**config.mk**
```make
export PLATFORM = sky130hd
export DESIGN_NAME = cfg_sequencer_flat
export DESIGN_NICKNAME = d
export VERILOG_FILES = /design/src/rtl/cfg_sequencer_if.sv /design/src/rtl/cfg_sequencer.sv /design/src/flat_wrapper.sv
export SDC_FILE = /design/constraint.sdc
export NUM_CORES = 1
export LEC_CHECK = 0
export CORE_MARGIN = 3
export CORE_UTILIZATION = 45
export CTS_BUF_LIST = sky130_fd_sc_hd__clkbuf_4
export CTS_CLUSTER_SIZE = 25
export DETAILED_ROUTE_END_ITERATION = 8
export PLACE_DENSITY = 0.67
export SLEW_MARGIN = 40
export SYNTH_ARGS = -nofsm -noshare
export SYNTH_HDL_FRONTEND = slang
export SYNTH_SLANG_ARGS = --single-unit
```
**constraint.sdc**
```tcl
create_clock -name clk_i -period 4.35 [get_ports clk_i]
set_input_delay 1.0875 -clock clk_i [delete_from_list [all_inputs] [get_ports clk_i]]
set_output_delay 1.0875 -clock clk_i [all_outputs]
set_load 0.01 [all_outputs]
```
**src/rtl/cfg_sequencer_if.sv**
```systemverilog
// Byte stream between the configuration sequencer and the I2C byte-level master.
// The sequencer (master) presents bytes with framing flags. The I2C master
// (slave) accepts them with tx_ready and reports a slave NACK on ack_err.
interface cfg_sequencer_if #(
    parameter int DATA_WIDTH = 8
);
    logic [DATA_WIDTH-1:0] tx_data;
    logic                  tx_valid;
    logic                  tx_ready;
    logic                  tx_first;
    logic                  tx_last;
    logic                  ack_err;

    modport master (
        output tx_data, tx_valid, tx_first, tx_last,
        input  tx_ready, ack_err
    );

    modport slave (
        input  tx_data, tx_valid, tx_first, tx_last,
        output tx_ready, ack_err
    );
endinterface

```
**src/rtl/cfg_sequencer.sv**
```systemverilog
// Si5340 configuration sequencer.
// Walks the register ROM and turns each {page, reg, data} entry into 3-byte
// I2C writes. A page-select write is sent only when the page changes, and a
// single preamble pause is inserted after a programmable number of entries.
module cfg_sequencer #(
    parameter int         MEM_DEPTH    = 326,
    parameter int         MEM_WIDTH    = 24,
    parameter int         DATA_WIDTH   = 8,
    parameter logic [6:0] SLAVE_ADDR   = 7'b111_0100,
    parameter int         PAUSE_AFTER  = 3,
    parameter int         PAUSE_CYCLES = 37_500_000
) (
    input  logic                         clk_i,
    input  logic                         arstn_i,
    input  logic                         start_i,
    output logic [$clog2(MEM_DEPTH)-1:0] rom_addr_o,
    input  logic [MEM_WIDTH-1:0]         rom_data_i,
    cfg_sequencer_if.master              tx,
    output logic                         busy_o,
    output logic                         done_o,
    output logic                         error_o
);

    localparam int ADDR_W = $clog2(MEM_DEPTH);
    localparam int IDX_W  = $clog2(MEM_DEPTH + 1);
    localparam int CNT_W  = (PAUSE_CYCLES > 1) ? $clog2(PAUSE_CYCLES) : 1;

    localparam logic [2:0] S_IDLE    = 3'd0;
    localparam logic [2:0] S_FETCH   = 3'd1;
    localparam logic [2:0] S_LOAD    = 3'd2;
    localparam logic [2:0] S_PAGE_TX = 3'd3;
    localparam logic [2:0] S_REG_TX  = 3'd4;
    localparam logic [2:0] S_PAUSE   = 3'd5;
    localparam logic [2:0] S_FINISH  = 3'd6;
    localparam logic [2:0] S_ERR     = 3'd7;

    // Page-select writes target this register of the device.
    localparam logic [7:0] PAGE_REG = 8'h01;

    logic [2:0]           state;
    logic [IDX_W-1:0]     index;
    logic [IDX_W-1:0]     index_inc;
    logic [MEM_WIDTH-1:0] word;
    logic [7:0]           cur_page;
    logic                 page_valid;
    logic [1:0]           byte_cnt;
    logic [CNT_W-1:0]     pause_cnt;
    logic                 in_tx;
    logic                 handshake;
    logic [7:0]           byte_sel;

    assign index_inc = index + IDX_W'(1);
    assign in_tx     = (state == S_PAGE_TX) || (state == S_REG_TX);
    assign handshake = in_tx && tx.tx_ready;

    // Outputs decode straight from state so that an asynchronous reset clears
    // them in the same instant, with no byte left hanging on the bus.
    assign rom_addr_o  = index[ADDR_W-1:0];
    assign tx.tx_valid = in_tx;
    assign tx.tx_first = in_tx && (byte_cnt == 2'd0);
    assign tx.tx_last  = in_tx && (byte_cnt == 2'd2);
    assign tx.tx_data  = in_tx ? DATA_WIDTH'(byte_sel) : '0;
    assign busy_o      = (state != S_IDLE) && (state != S_FINISH) && (state != S_ERR);
    assign done_o      = (state == S_FINISH);
    assign error_o     = (state == S_ERR);

    // Select the byte of the current 3-byte write from the byte counter.
    always_comb begin
        // NOTE: default assignment first so no path leaves byte_sel unassigned (no latch).
        byte_sel = 8'h00;
        case (byte_cnt)
            2'd0:    byte_sel = {SLAVE_ADDR, 1'b0};
            2'd1:    byte_sel = (state == S_PAGE_TX) ? PAGE_REG : word[15:8];
            default: byte_sel = (state == S_PAGE_TX) ? word[23:16] : word[7:0];
        endcase
    end

    // Sequencer FSM with ROM index, page tracking, byte and pause counters.
    always_ff @(posedge clk_i or negedge arstn_i) begin
        if (!arstn_i) begin
            // NOTE: sequential state uses non-blocking assignments so every
            // register samples pre-edge values regardless of statement order.
            state      <= S_IDLE;
            index      <= '0;
            word       <= '0;
            cur_page   <= '0;
            page_valid <= 1'b0;
            byte_cnt   <= '0;
            pause_cnt  <= '0;
        end else begin
            case (state)
                S_IDLE, S_FINISH, S_ERR: begin
                    if (start_i) begin
                        index      <= '0;
                        page_valid <= 1'b0;
                        state      <= S_FETCH;
                    end
                end
                S_FETCH: state <= S_LOAD;
                S_LOAD: begin
                    word     <= rom_data_i;
                    byte_cnt <= '0;
                    if (!page_valid || (rom_data_i[23:16] != cur_page)) begin
                        state <= S_PAGE_TX;
                    end else begin
                        state <= S_REG_TX;
                    end
                end
                S_PAGE_TX: begin
                    // A NACK outranks a byte accepted in the same cycle.
                    if (tx.ack_err) begin
                        state <= S_ERR;
                    end else if (handshake) begin
                        if (byte_cnt == 2'd2) begin
                            byte_cnt   <= '0;
                            cur_page   <= word[23:16];
                            page_valid <= 1'b1;
                            state      <= S_REG_TX;
                        end else begin
                            byte_cnt <= byte_cnt + 2'd1;
                        end
                    end
                end
                S_REG_TX: begin
                    if (tx.ack_err) begin
                        state <= S_ERR;
                    end else if (handshake) begin
                        if (byte_cnt == 2'd2) begin
                            byte_cnt  <= '0;
                            index     <= index_inc;
                            pause_cnt <= '0;
                            if ((PAUSE_AFTER != 0) && (index_inc == IDX_W'(PAUSE_AFTER))) begin
                                state <= S_PAUSE;
                            end else if (index_inc == IDX_W'(MEM_DEPTH)) begin
                                state <= S_FINISH;
                            end else begin
                                state <= S_FETCH;
                            end
                        end else begin
                            byte_cnt <= byte_cnt + 2'd1;
                        end
                    end
                end
                S_PAUSE: begin
                    // Stay exactly PAUSE_CYCLES cycles, then resume or finish.
                    if (pause_cnt == CNT_W'(PAUSE_CYCLES - 1)) begin
                        state <= (index == IDX_W'(MEM_DEPTH)) ? S_FINISH : S_FETCH;
                    end else begin
                        pause_cnt <= pause_cnt + CNT_W'(1);
                    end
                end
                default: state <= S_IDLE;
            endcase
        end
    end

endmodule

```
**src/flat_wrapper.sv**
```systemverilog
// flat-port wrapper written by rule: the top's interface ports become plain ports
module cfg_sequencer_flat 
#(
    parameter int         MEM_DEPTH    = 326,
    parameter int         MEM_WIDTH    = 24,
    parameter int         DATA_WIDTH   = 8,
    parameter logic [6:0] SLAVE_ADDR   = 7'b111_0100,
    parameter int         PAUSE_AFTER  = 3,
    parameter int         PAUSE_CYCLES = 37_500_000
)
  (clk_i, arstn_i, start_i, rom_addr_o, rom_data_i, busy_o, done_o, error_o, tx_tx_data, tx_tx_valid, tx_tx_first, tx_tx_last, tx_tx_ready, tx_ack_err);
  cfg_sequencer_if #(.DATA_WIDTH(DATA_WIDTH)) tx_i ();
  input  logic clk_i;
  input  logic arstn_i;
  input  logic start_i;
  output logic [$clog2(MEM_DEPTH)-1:0] rom_addr_o;
  input  logic [MEM_WIDTH-1:0] rom_data_i;
  output logic busy_o;
  output logic done_o;
  output logic error_o;
  output wire logic [$bits(tx_i.tx_data)-1:0] tx_tx_data;
  output wire logic [$bits(tx_i.tx_valid)-1:0] tx_tx_valid;
  output wire logic [$bits(tx_i.tx_first)-1:0] tx_tx_first;
  output wire logic [$bits(tx_i.tx_last)-1:0] tx_tx_last;
  input wire logic [$bits(tx_i.tx_ready)-1:0] tx_tx_ready;
  input wire logic [$bits(tx_i.ack_err)-1:0] tx_ack_err;
  assign tx_tx_data = tx_i.tx_data;
  assign tx_tx_valid = tx_i.tx_valid;
  assign tx_tx_first = tx_i.tx_first;
  assign tx_tx_last = tx_i.tx_last;
  assign tx_i.tx_ready = tx_tx_ready;
  assign tx_i.ack_err = tx_ack_err;
  cfg_sequencer #(.MEM_DEPTH(MEM_DEPTH), .MEM_WIDTH(MEM_WIDTH), .DATA_WIDTH(DATA_WIDTH), .SLAVE_ADDR(SLAVE_ADDR), .PAUSE_AFTER(PAUSE_AFTER), .PAUSE_CYCLES(PAUSE_CYCLES)) u_core (.clk_i(clk_i), .arstn_i(arstn_i), .start_i(start_i), .rom_addr_o(rom_addr_o), .rom_data_i(rom_data_i), .tx(tx_i), .busy_o(busy_o), .done_o(done_o), .error_o(error_o));
endmodule
```
# After elaboration in Yosys (flattened, before gate mapping)
# Index checks and enable logic that the tools add are counted.
# op_classes
n_addsub	3
multipliers	0
div	0
magnitude_cmp	0
n_eq_ne	31
shift	0
n_mux	36
bitwise_logic	1
n_reduce_logical	23
# op_table
op	n
$mux 26	4
$pmux 26 s2	1
$mux 3	12
$mux 9	4
$add 26x1->26 const B	1
$eq 26x26->1 const B	1
$mux 8	3
$eq 9x9->1 const B	2
$pmux 3 s6	1
$pmux 9 s2	1
$pmux 8 s2	1
$reduce_and 5->1	3
$ne 2x2->1 const B	7
$eq 3x3->1 const B	4
$ne 3x3->1 const B	4
$add 9x1->9 const B	1
$eq 9x2->1 const B	1
$ne 2x1->1 const B	4
$ne 8x8->1	1
$reduce_bool 2->1	4
$eq 3x2->1 const B	2
$mux 2	3
$ne 3x2->1 const B	2
$reduce_and 6->1	1
18 further kinds	26
# word_totals
register_bits	73
latch_bits	0
mem_bits_rw	0
romBits	0
output_inout_bits	23
word_cells	101
memories	0

# Longest topological paths before layout
# Gate-level depths: netlist (run 1).
# logic_depth
depth_word	8
ltp_mapped	8
mapped_depth_nobuf	6

# Worst setup path after synthesis (run 1)
# No wires, ideal clock.
# synth_path
path_kind	register -> output
from	reg u_core.state[2]
to	out tx_tx_data[0]
arrival_time_ns	1.610
required_time_ns	3.263
setup_slack_ns	1.652
path_stages_with_launch	9
cell_sequence	dfrtp_1 buf_4 and3b_1 buf_2 nor2_2 inv_2 and2_1 a32oi_1 o21ai_1
# synth_rtl
item	line	source
start, declared	cfg_sequencer.sv:40	logic [2:0] state;
start signal, assigned	cfg_sequencer.sv:147	state <= (index == IDX_W'(MEM_DEPTH)) ? S_FINISH : S_FETCH;
$eq 3x2->1 / $eq 3x3->1 (equally long branches)	cfg_sequencer.sv:53	assign in_tx = (state == S_PAGE_TX) || (state == S_REG_TX);
$logic_or 1x1->1 *	cfg_sequencer.sv:53	
net tx_tx_valid	flat_wrapper.sv:22	output wire logic [$bits(tx_i.tx_valid)-1:0] tx_tx_valid;
$mux 8 *	cfg_sequencer.sv:62	assign tx.tx_data = in_tx ? DATA_WIDTH'(byte_sel) : '0;
end, declared	flat_wrapper.sv:21	output wire logic [$bits(tx_i.tx_data)-1:0] tx_tx_data;
# Mark *: on every way through the listed nets, which the timed path passes. The rest lies on a longest branch.

# Worst setup path in the final report (run 1)
# layout_path
from	reg u_core.state[2]
to	out tx_tx_data[0]
# layout_via
elab_chain_len	4
# layout_rtl
item	line	source
$eq 3x2->1	cfg_sequencer.sv:53, cfg_sequencer.sv:73, cfg_sequencer.sv:74	
$mux 8, on equally long branches	cfg_sequencer.sv:74, cfg_sequencer.sv:73	
$pmux 8 s2	cfg_sequencer.sv:71	case (byte_cnt)
$mux 8 *	cfg_sequencer.sv:62	
# Mark *: on every way between the ends. The rest lies on a longest branch, timed or not.

==> impl_results.md, run 1 <==
- Outcome: complete, no violations
- Clock Tree Buf Depth: 2
- Worst Setup End Kind: output port
- Hold path endpoint: u_core.word[12]
- Hold/Removal Path Class: flip-flop to flip-flop
- Grt ovf: 0
- DR iter-0 viols: 220
- CTS Hold Bufs: 0
- Seq/Total Area, Yosys: roughly 43%
- Top cells by area, synth: dfrtp_1 43%, mux2_2 5.0%, nand2_1 4.7%
- Crit path max-delay family: simple AND/OR/NAND/NOR gates
- Endpoints failing setup: 0
- Worst EP required: roughly 3.3 ns
- Gate Count Post-Synth: 435
- Clock skew: roughly 0.01 ns
- Slew Limit Fails: 0
- Die Area: 10620 µm²
- Post-Syn Area: 4240 µm²
- Port bufs: 51
- Vias in the first global route: ~3300
- Fin worst setup slack: roughly 0.35 ns
- Pwr dens: about 500 nW/µm²
- Combinational power share: 35.1%
- Pre-CTS setup slack: around 0.84 ns
- Reg-to-reg slack, setup: around 1.7 ns
- Syn nets: between 400 and 500
- Hold Crit Depth: 1
- # IOs: 52
- Most common cell in the netlist: dfrtp_1
- Clock sink count: between 70 and 80
- Total leakage power: 1.958 nW
- RSZ-0062 raised after global routing: false
- Hpwl dp: just under 7000 µm
- Synth area leader: dfrtp_1
- CP peak stage delay: around 0.71 ns
- Antenna Nets Post-Route: 0
- DRC viols: 0
- Total negative setup slack: 0 ns
- Crit Path Max Fanout: 17
- Sequential share of power: between 40% and 50%
- CP arrival: slightly below 3 ns
- Post-CTS Setup Bufs: 0
- Sw Pwr: 0.9896 mW
- R2R depth: 6
- Antenna cells: 0
- CTS H-tree lvls: 3
- CTS tree: built
- Largest net degree at the start of global routing: 74
- Root buffer cell: clkbuf_4
- Max-cap violations: 0
- Post-synth top cells: 73 x dfrtp_1, 53 x nand2_1, 24 x a21oi_1, 19 x mux2_2, 19 x o21ai_0
- Worst Hold Launch: u_core.word[12]
- First-pass GRT wire length: between 15000 and 20000 µm
- Total Wirelength: between 9000 and 10000 µm
- Final GP Congestion: 0.8330
- DR vias/cell: just over 6
- Power Internal: 1.479 mW
- Yosys top cell area share: 43.08%
- Die Y: between 100 and 150 µm
- Reg2reg end: u_core.pause_cnt[25]
- Syn-to-layout area delta: 15.87%
- Starting density of the core: a little under half
- WP depth: 7
- GRT Util Overall: about 20%
- Fmax: around 250 MHz
- Rows: 34
- Post-placement cell area: about 4800 µm²
- Max-slew headroom: about 53%
- Clock slew at reported path FFs: 0.13 ns
- Share of cells above drive strength 1: 12.53%
- Sw frac: between 40% and 50%
- Max IR drop VDD: ~200 µV
- Syn avg cell area: approximately 9.7 µm²
- Tcrit/Tclk final: 91.96%
- Synth cell types: 64
- Buf/Inv on CP: 2
- CP startpoint kind: flip-flop
- Final Hold Vio Count: 0
- Chip Width: 103.1 µm
- R2R Path Start: u_core.pause_cnt[0]
- Wire length per cell: between 15 and 20 µm
- FFs w/ async S/R, synth: 100.0%
- Post-synth EDFFs: 0
- CP max stage cell: dfrtp_1
- Number of CTS-inserted buffers: 9
- Yosys warnings: 0
- Antenna violations before repair: 0
- Design area: 4913 µm²
- Critical path class: flip-flop to output port
- Worst-Margin Slew: 0.7054 ns
- Clock Latency Late Sink: 0.42 ns
- Clock power frac: between 10% and 20%
- Core Area: 8934 µm²
- Min Tclk post-route: around 4 ns
- Top_reg_cell synth: dfrtp_1
- Vias: roughly 3600
- Pre-Repair DR Iteration Count: 5
- Nets: between 500 and 600
- CP cell instances: and3b_1, nor2_2, inv_2, and2_1, a32oi_1, o21ai_1, clkdlybuf4s50_1
- Flops & latches, synth: 73
- Post-CTS Resized: 0
==> worst max-delay path by stage <==
| stage | start | end | slack (ns) |
|---|---|---|---|
| 4_1_cts | u_core.state[2] | tx_tx_data[0] | 0.35 |
| 6_report | u_core.state[2] | tx_tx_data[0] | 0.35 |
| 2_1_floorplan | u_core.state[2] | tx_tx_data[0] | 1.65 |
| 5_1_grt | u_core.state[2] | tx_tx_data[0] | 0.08 |
| 3_3_place_gp | u_core.state[0] | tx_tx_data[2] | 0.88 |
| 3_5_place_dp | u_core.state[2] | tx_tx_data[0] | 0.84 |
==> cell families (layout without fill, tap and decap cells) <==
family	after synthesis	in the layout	synth area share, %
flops	73	73	43.08
fa+ha+maj	5	5	1.475
simple gates	170	170	22.78
compound gates	100	100	15.82
mux	38	38	9.944
xor+xnor	15	15	3.098
buf+inv	34	78	3.807
==> cell usage in the layout, fill, tap and decap left out, drive strengths merged, types with 3 or more instances in the layout <==
cell type,Yosys,layout
dfrtp,73,73
nand2,53,53
clkdlybuf4s50,0,50
mux2,33,33
o21ai,26,26
a21oi,24,24
nor2,18,18
nand4,17,17
nand3,14,14
inv,8,11
xor2,10,10
clkbuf,9,9
nor3,9,9
and4,9,9
and3,8,8
o211ai,8,8
o31ai,7,7
or4,7,7
a31oi,6,6
nand2b,5,5
and2,5,5
mux2i,5,5
xnor2,5,5
ha,5,5
a311oi,4,4
nor4b,4,4
nor4,4,4
buf,17,4
or3,3,3
o311ai,3,3
a211oi,3,3
nand3b,3,3
==> per-layer routing <==
metal	vias to the layer above	part of all wire, %	wire, µm	GRT usage [%]
met5	-	0	0	0
met4	0	1.0	99	4.582
met3	7	4.4	429	4.060
met2	65	48	4673	29.60
met1	1799	47	4607	28.88
li1	1713	-	-	-
==> area by class of cell <==
| class | instances | area (µm²) |
|---|---|---|
| Fill cell | 803 | 4020 |
| Multi-Input combinational cell | 328 | 2256 |
| Sequential cell | 73 | 1827 |
| Timing Repair Buffer | 54 | 534.3 |
| Tap cell | 108 | 135.1 |
| Clock buffer | 9 | 67.56 |
| Clock inverter | 7 | 63.81 |
| Inverter | 8 | 30.03 |
==> power groups by stage <==
stage / Sequential, mW / Clock, mW / Combinational, mW
3_5_place_dp: 1.21 / 0 / 0.870
6_report: 1.20 / 0.397 / 0.867
4_1_cts: 1.20 / 0.416 / 0.874
2_1_floorplan: 1.08 / 0 / 0.695
5_1_grt: 1.25 / 0.446 / 0.978
3_3_place_gp: 1.20 / 0 / 0.853
==> sequential cells by signal (all words and copies together) (netlist names) <==
signal / cells
u_core.word: 24
u_core.state: 3
u_core.rom_addr_o: 9
u_core.byte_cnt: 2
u_core.cur_page: 8
u_core.pause_cnt: 26
u_core.page_valid: 1
==> per-stage QoR <==
| step | std cells | util, % | hold WS (ns) | total power [mW] |
|---|---|---|---|---|
| CTS | 587 | 55.00 | 0.5131 | 2.488 |
| global placement | 571 | 53.45 | 0.4741 | 2.055 |
| floorplan | 435 | - | 0.4580 | 1.773 |
| finish | 587 | 55.00 | 0.5095 | 2.469 |
| global route | 587 | 55.00 | 0.5364 | 2.671 |
| detailed placement | 571 | 53.53 | 0.4822 | 2.082 |
Power figures use the tool's default switching activity.
==> run 2, diff against run 1 <==
--- a/config.mk
+++ b/config.mk
@@ -5,6 +5,7 @@
 export SDC_FILE = /design/constraint.sdc
 export NUM_CORES = 1
 export LEC_CHECK = 0
+export ABC_AREA = 1
 export CORE_MARGIN = 3
 export CORE_UTILIZATION = 45
 export CTS_BUF_LIST = sky130_fd_sc_hd__clkbuf_4
==> run 2 against run 1 <==
  * Core utilization rose by 0.27 points
  * Clock-buffer cell count did not move
  * Cell count rose by 36%
  * Flip-flop and latch count did not move
  * Clock power rose by 35%
  * Wire length rose by 11%
  * Setup slack improved by 0.28 ns
  * Global-route usage rose by 1.1 points
  * Register-to-register slack improved by 0.07 ns
  * Critical path depth rose by 3
  * Critical endpoint is now tx_tx_data[3]
==> impl_results.md, run 2 <==
- Outcome: complete, no violations
- Synth cell types: 39
- Most common cell in the netlist: nand2_1
- Buf/Inv on CP: 5
- Share of cells above drive strength 1: roughly 6%
- RSZ-0062 raised after global routing: false
- Largest net degree at the start of global routing: 44
- Core Area: slightly above 9000 µm²
- # IOs: 52
- Final Hold Vio Count: 0
- CTS Hold Bufs: 0
- Top_reg_cell synth: dfrtp_1
- Wire length on met2: slightly below 5000 µm
- Min Tclk post-route: about 3.7 ns
- Most flop-heavy register: u_core.pause_cnt
- DR vias/cell: 5.143
- Grt ovf: 0
- Synth area leader: dfrtp_1
- Antenna cells: 0
- Clock slew at reported path FFs: roughly 0.12 ns
- CP peak stage delay: 0.58 ns
- Syn avg cell area: a little over 7 µm²
- Hold/Removal Path Class: flip-flop to flip-flop
- Endpoints failing setup: 0
- FILL cells: between 900 and 1000
- Syn-to-layout area delta: 18.29%
- Antenna violations before repair: 0
- Pwr dens: around 500 nW/µm²
- Max reg flops: 26
- WL met1: just over 5000 µm
- DR iter-0 viols: ~210
- Most frequent CP cell: inv_1
- Vias in the first global route: around 3900
- Commonest non-fill, non-tap cell in the layout: nand2_1
- Vias: 4099
- Clock Tree Buf Depth: 2
- Post-CTS Setup Bufs: 0
- Post-synth EDFFs: 0
- FFs w/ async S/R, synth: between 90% and 100%
- CP startpoint kind: flip-flop
- GRT Util Overall: approximately 21%
- Sequential cell area: around 1800 µm²
- Crit path max-delay family: buffers and inverters
- Worst Setup SP: u_core.state[2]
- Total leakage power: 2.406 nW
- Multi-input gate area: around 2100 µm²
- Top cells by area, synth: dfrtp_1 42%, nand2_1 17%, inv_1 6.8%
- Slew Limit Fails: 0
- Seq/Total Area, Yosys: 42.11%
- Pre-Repair DR Iteration Count: 7
- Post-CTS Resized: 0
- Flops & latches, synth: 73
- Hold Worst Slack: around 0.49 ns
- DRC viols: 0
- Final GP Congestion: slightly below 0.9
- Worst Hold Launch: u_core.word[3]
- Crit Path Max Fanout: 10
- Clock skew: 0.009743 ns
- Chip Width: roughly 100 µm
- CTS H-tree lvls: 3
- Most frequent cells in the layout: 195 x nand2_1, 79 x inv_1, 73 x dfrtp_1
- Tcrit/Tclk final: a little under nine tenths
- First-pass GRT wire length: around 18000 µm
- Clock sink count: 73
- Yosys warnings: 0
- Root buffer cell: clkbuf_4
- CTS tree: built
- Max-cap violations: 0
- Syn nets: about 650
- Met3 routed WL: approximately 660 µm
- Die Area: around 11000 µm²
- CP cell instances: inv_2, nand2_1, inv_1, nand2_4, nand2_2, inv_1, nor2_1, inv_1, o21ai_0, clkdlybuf4s50_1
- Critical path class: flip-flop to output port
- Number of CTS-inserted buffers: 9
- Total Wirelength: approximately 11000 µm
- R2R Path Start: u_core.state[2]
- Worst EP required: 3.26 ns
- Nets: roughly 700
- Max IR drop VDD: ~340 µV
- Total negative setup slack: 0 ns
- Yosys top cell area share: 42.11%
- CP max stage cell: clkdlybuf4s50_1
- Antenna Nets Post-Route: 0
- Worst-Margin Slew: between 0.8 and 0.9 ns
- Rows: 35
- Port bufs: slightly above 50
- Post-synth top cells: 195 x nand2_1, 79 x inv_1, 73 x dfrtp_1, 60 x nor2_1, 39 x o21ai_0
- Post-Syn Area: approximately 4300 µm²
- CP arrival: between 2 and 3 ns
- Hpwl dp: just over 8000 µm
- Finished Layout Cells: 797
- Gate Count Post-Synth: between 600 and 700
- Die Y: 104.2 µm
- Worst Setup End Kind: output port
- Max-slew headroom: 45.18%
- Placed cell count: between 700 and 800
- Wire length per cell: 13.72 µm
- Fmax: approximately 270 MHz
- Starting density of the core: a little under half
- Clock Latency Late Sink: 0.41 ns
- Max Used Layer: met4
## run 2: final cells by class
cell class / count / area share, %
multi-input combinational: 440 / 41.21
sequential: 73 / 35.60
timing repair buffer: 54 / 10.34
inverter: 86 / 6.291
tap: 129 / 3.146
clock inverter: 6 / 2.097
clock buffer: 9 / 1.317
## run 2: logic make-up (layout without fill, tap and decap cells)
family | after synthesis | in the layout | share of synthesized area [%]
AO/OA/AOI/OAI | 92 | 92 | 12.14
XOR/XNOR | 14 | 14 | 2.827
adder cells (fa/ha/maj) | 5 | 5 | 1.442
buffers and inverters | 99 | 155 | 9.143
flip-flops | 73 | 73 | 42.11
AND/OR/NAND/NOR | 329 | 329 | 32.33
## run 2: path summary, 6_finish.rpt
| check | end | slack (ns) | cells after the start |
|---|---|---|---|
| hold reg to reg | u_core.word[3] | 0.49 | 2 |
| max in group asynchronous | u_core.word[16] | 3.03 | 2 |
| setup / recovery | tx_tx_data[3] | 0.63 | 10 |
| hold / removal | u_core.word[3] | 0.49 | 2 |
| min in group asynchronous | u_core.rom_addr_o[3] | 0.65 | 1 |
| setup reg to reg | u_core.pause_cnt[4] | 1.81 | 9 |
## run 2: tightest hold or removal path, cell delays in order, from the launching register on
cell     delay [ns]
dfrtp_1        0.36
nand2_1        0.06
nand2_1        0.05
## run 2: routing by layer
metal | vias to the layer above | global-route usage (%)
met4 | 0 | 6.553
met5 | - | 0
met3 | 10 | 4.780
li1 | 2068 | -
met2 | 131 | 31.99
met1 | 1890 | 28.71
## run 2: stage by stage
stage	setup slack (ns)	util [%]	area [µm²]	total power [mW]
final	0.6316	55.27	5131	2.599
after global routing	0.3685	55.27	5131	2.810
after CTS	0.6381	55.27	5131	2.614
after detailed placement	1.124	53.38	4956	2.074
after global placement	1.231	53.36	4954	2.048
after floorplan	1.768	-	4338	1.739
## run 2: power by group
group | total, mW | internal, mW | switching (mW)
Sequential | 1.10 | 0.906 | 0.197
Combinational | 0.960 | 0.372 | 0.589
Clock | 0.535 | 0.286 | 0.249
Total | 2.60 | 1.56 | 1.03
